`config.mk`:
```
export PLATFORM = sky130hd
export DESIGN_NAME = traffic_light_param
export DESIGN_NICKNAME = d
export VERILOG_FILES = /design/src/rtl/traffic_light_param.sv
export SDC_FILE = /design/constraint.sdc
export NUM_CORES = 1
export LEC_CHECK = 0
export BUFFER_PORTS_ARGS = -buffer_cell sky130_fd_sc_hd__buf_2
export CORE_ASPECT_RATIO = 0.6
export CORE_MARGIN = 2
export CORE_UTILIZATION = 46
export CTS_BUF_LIST = sky130_fd_sc_hd__clkbuf_2 sky130_fd_sc_hd__clkbuf_4 sky130_fd_sc_hd__clkbuf_8
export DETAILED_ROUTE_END_ITERATION = 8
export PLACE_DENSITY = 0.65
export SLEW_MARGIN = 20
export SYNTH_ARGS = -nofsm -noshare
export SYNTH_HDL_FRONTEND = slang
export SYNTH_SLANG_ARGS = --single-unit
```
`constraint.sdc`:
```
create_clock -name clk -period 3.1 [get_ports clk]
set_clock_uncertainty 0.1 [all_clocks]
set_input_delay 0.155 -clock clk [delete_from_list [all_inputs] [get_ports clk]]
set_output_delay 0.155 -clock clk [all_outputs]
set_load 0.01 [all_outputs]
```
`src/rtl/traffic_light_param.sv`:
```
// traffic_light_param: round-robin traffic light controller for NUM_DIR approaches.
// Define SENSOR_SKIP_EN to enable demand-driven approach skipping and green rest.
module traffic_light_param #(
    parameter int NUM_DIR    = 4,
    parameter int CNT_W      = 16,
    parameter int GREEN_CYC  = 20,
    parameter int YELLOW_CYC = 5,
    parameter int ALLRED_CYC = 2,
    localparam int DIR_W     = $clog2(NUM_DIR)
) (
    input  logic                 clk,
    input  logic                 reset,
    input  logic [NUM_DIR-1:0]   sensor,
    output logic [3*NUM_DIR-1:0] lights,
    output logic [DIR_W-1:0]     active_dir,
    output logic [1:0]           phase
);

    typedef enum logic [1:0] {
        ALL_RED = 2'd0,
        GREEN   = 2'd1,
        YELLOW  = 2'd2
    } state_t;

    state_t           state;
    logic             run;
    logic [CNT_W-1:0] cnt;
    logic [DIR_W-1:0] nxt_dir;
    logic             go;
    logic             leave_green;

    function automatic logic [3*NUM_DIR-1:0] lamp(input state_t s, input logic [DIR_W-1:0] d);
        logic [3*NUM_DIR-1:0] l;
        for (int unsigned i = 0; i < NUM_DIR; i++) begin
            if (s == GREEN && i == 32'(d))
                l[3*i +: 3] = 3'b001;
            else if (s == YELLOW && i == 32'(d))
                l[3*i +: 3] = 3'b010;
            else
                l[3*i +: 3] = 3'b100;
        end
        return l;
    endfunction

`ifdef SENSOR_SKIP_EN
    int unsigned idx;

    // First demanding approach after the current one, ending with the current one itself.
    always_comb begin
        go      = 1'b0;
        nxt_dir = active_dir;
        idx     = 0;
        for (int unsigned k = 1; k <= NUM_DIR; k++) begin
            idx = (32'(active_dir) + k) % NUM_DIR;
            if (!go && sensor[idx]) begin
                go      = 1'b1;
                nxt_dir = DIR_W'(idx);
            end
        end
    end

    assign leave_green = |(sensor & ~(NUM_DIR'(1) << active_dir));
`else
    logic sensor_unused;

    assign sensor_unused = ^sensor;
    assign go            = 1'b1;
    assign leave_green   = 1'b1;
    assign nxt_dir       = (active_dir == DIR_W'(NUM_DIR - 1)) ? '0 : active_dir + 1'b1;
`endif

    assign phase = state;

    // run releases one edge after reset; the counter may reach 1 meanwhile but holds there.
    always_ff @(posedge clk or negedge reset) begin
        if (!reset) begin
            run        <= 1'b0;
            state      <= ALL_RED;
            cnt        <= CNT_W'(ALLRED_CYC);
            active_dir <= DIR_W'(NUM_DIR - 1);
            lights     <= lamp(ALL_RED, '0);
        end else begin
            run <= 1'b1;
            if (cnt != CNT_W'(1)) begin
                cnt <= cnt - 1'b1;
            end else if (run) begin
                case (state)
                    ALL_RED: if (go) begin
                        state      <= GREEN;
                        cnt        <= CNT_W'(GREEN_CYC);
                        active_dir <= nxt_dir;
                        lights     <= lamp(GREEN, nxt_dir);
                    end
                    GREEN: if (leave_green) begin
                        state  <= YELLOW;
                        cnt    <= CNT_W'(YELLOW_CYC);
                        lights <= lamp(YELLOW, active_dir);
                    end
                    YELLOW: begin
                        state  <= ALL_RED;
                        cnt    <= CNT_W'(ALLRED_CYC);
                        lights <= lamp(ALL_RED, active_dir);
                    end
                    default: begin
                        state  <= ALL_RED;
                        cnt    <= CNT_W'(ALLRED_CYC);
                        lights <= lamp(ALL_RED, active_dir);
                    end
                endcase
            end
        end
    end

endmodule

```
==> run metrics <==
R2R cell count 4; outcome finished clean; DR WL met3 between 150 and 200 µm; Routed Antenna Nets 0; Max Root-Sink Buffers 2; Setup violations, final 0; die height 50.3 µm; largest cells by area after synthesis dfrtp_1, dfstp_2, nand2_1; WHS around 0.36 ns; post-CTS resize count 0; Starting Density 0.492; H-tree Lvls 2; Syn Nets between 150 and 200; wl on met1 about 1.8 mm; Critical Path AT around 2.6 ns; cell taking the most area after synthesis dfrtp_1; Die W slightly above 80 µm; fmax just over 400 MHz; synth warn 0; dpl cells between 200 and 250; RePlAce Congestion between 0.8 and 0.9; mapped cell area roughly 1600 µm²; register area share after synthesis 0.508; final hold violation count 0; drt wl/cell roughly 15 µm; Final nets approximately 190; hold buffers post-CTS 1; RR Endpoint active_dir[1]$_DFFE_PN1P_; core box area roughly 3300 µm²; number of global-route vias before repair about 1.1k; layout cells sized above 1 0.221; relative slew slack 0.524; Setup crit end kind flop; Data required, critical path ~3.2 ns; CTS Buf Count 5; first-pass GRT wire length between 5 and 6 mm; io pins 22; RSZ-0062 raised after global routing false; initial antenna violation count 0; critical path startpoint category flop; Post-synth ARST share 1.00; post-detail-place hpwl around 2.4 mm; site row count 16; EDFF count, synth 0; clock-pin slew on the worst setup and hold paths roughly 0.070 ns; grt ovf 0; Synth top area share 0.396; I/O Buffers 17; slowest library cell on the worst path and4_1; placed inst area 1760 µm²; worst r2r src cnt[9]$_DFFE_PN0P_; worst-margin pin slew about 0.7 ns; final wirelength between 3 and 4 mm; root buffer cell clkbuf_8; Syn Area/Cell 10.3 µm²; register area about 830 µm²; buffer count from post-CTS setup fixing 0; Crit path buffers/inverters 0; final worst-path cycle share 0.799; power per cell area ~430 nW/µm²; fillers between 300 and 400; met2 routed WL between 1 and 1.5 mm; leakage power between 0.8 and 0.9 nW; area growth from synthesis to layout 14.1%; Post-Syn Instances 160; Netlist cell types 34; TritonCTS sink count 33; ant diodes 0; post-route cell area about 1900 µm²; DR iter-0 viols 113; WS Path Type reg2reg; peak supply drop 0.214 mV; r2r setup slk approximately 0.62 ns; Slew Viols, Final 0; maxcap violations 0; Hold Crit Class in2async; Multi-input gate area ~760 µm²; CP max stage delay 0.68 ns; Worst-Skew Late Latency approximately 0.28 ns; Layout Cells excl Fill between 200 and 250; total number of vias around 1.2k; Via density 5.23; total die area 4080 µm²; Fin Setup TNS 0 ns; CTS tree done; DR DRC count 0; All-Layer GR Usage 0.184; main flop type after synthesis dfrtp_1; flops & latches, synth 33; Pre-Repair DR Iteration Count 4; Final min period about 2.5 ns; largest net degree at the start of global routing 34; worst path cell trace nor4_1, and4_1, nand3_1, mux2_2; DR top layer met4; CP top delay family simple AND/OR/NAND/NOR gates; Max FO, Critical Path 17
-- cell usage in the layout, fill, tap and decap left out, types with 2 or more instances in the layout --
master     n
or4_1      2
mux2i_1    7
dfrtp_1   26
buf_2     17
nand2_1   27
xor2_1     7
nor4_1     3
ha_1       8
nand3_1    2
dfstp_2    7
nor2_1    10
nor3_1     8
inv_1      6
o21ai_0   15
a21oi_1    3
clkbuf_8   7
nor4b_1    3
mux2_2     4
a21o_1     2
-- sequential cells by signal (all words and copies together) (netlist names) --
register	flops
cnt	16
lights	12
active_dir	2
phase	2
run	1
-- per-layer routing --
layer | up-vias | track usage
met5 | - | 0
met4 | 0 | 0.0339
met3 | 4 | 0.0594
met2 | 27 | 0.255
met1 | 555 | 0.283
li1 | 595 | -
-- Yosys cell counts (all sizes together) (4+ instances only) --
| cell type | n |
|---|---|
| nand2 | 27 |
| dfrtp | 26 |
| o21ai | 15 |
| nor2 | 10 |
| nor3 | 9 |
| ha | 8 |
| dfstp | 7 |
| mux2i | 7 |
| xor2 | 7 |
| inv | 6 |
| mux2 | 5 |
| nor4b | 4 |
-- report_power, final --
group | switching [W] | internal (W) | total (W)
combinational | 0.00000901 | 0.00000209 | 0.0000111
clock | 0.000153 | 0.000201 | 0.000354
sequential | 0.00000103 | 0.000432 | 0.000433
total | 0.000163 | 0.000634 | 0.000797
-- final cells by class --
class	instances	area share
inverter	6	0.0120
clock buffer	7	0.0514
multi-input combinational	115	0.404
clock inverter	1	0.00267
tap	45	0.0300
sequential	33	0.445
timing repair buffer	19	0.0547
-- worst register-to-register path: cells and delay by family, from the launching register on --
family,cells,cell delay [ns]
flops,1,0.44
simple gates,3,1.53
mux,1,0.34
-- worst max path at each step --
| stage | end | startpoint | depth (start not counted) | slack (ns) |
|---|---|---|---|---|
| floorplan | cnt[11]$_DFFE_PN0P_ | cnt[2]$_DFFE_PN0P_ | 5 | 1.04 |
| global placement | active_dir[1]$_DFFE_PN1P_ | cnt[1]$_DFFE_PN1P_ | 6 | 0.74 |
| detailed placement | active_dir[1]$_DFFE_PN1P_ | cnt[1]$_DFFE_PN1P_ | 6 | 0.69 |
| CTS | active_dir[1]$_DFFE_PN1P_ | cnt[1]$_DFFE_PN1P_ | 6 | 0.68 |
| global route | active_dir[0]$_DFFE_PN1P_ | cnt[1]$_DFFE_PN1P_ | 6 | 0.47 |
| finish | active_dir[1]$_DFFE_PN1P_ | cnt[9]$_DFFE_PN0P_ | 4 | 0.62 |
-- metrics by stage --
step / utilization / power (W) / setup WS (ns)
CTS: 0.561 / 0.000805 / 0.675
global placement: 0.528 / 0.000451 / 0.741
finish: 0.561 / 0.000797 / 0.624
detailed placement: 0.528 / 0.000451 / 0.687
global route: 0.561 / 0.000829 / 0.474
floorplan: - / 0.000442 / 1.04
-- cells by family after synthesis --
| kind of cell | Yosys count | synth area share |
|---|---|---|
| AOI/OAI and AO/OA | 22 | 0.0746 |
| xor gates and xnor gates | 8 | 0.0426 |
| adders and majority gates | 8 | 0.0609 |
| buffers and inverters | 12 | 0.0312 |
| DFF | 33 | 0.508 |
| muxes | 12 | 0.0769 |
| other | 1 | 0.00228 |
| and+or+nand+nor | 64 | 0.204 |
No activity file was read; power rests on OpenSTA's default activity.
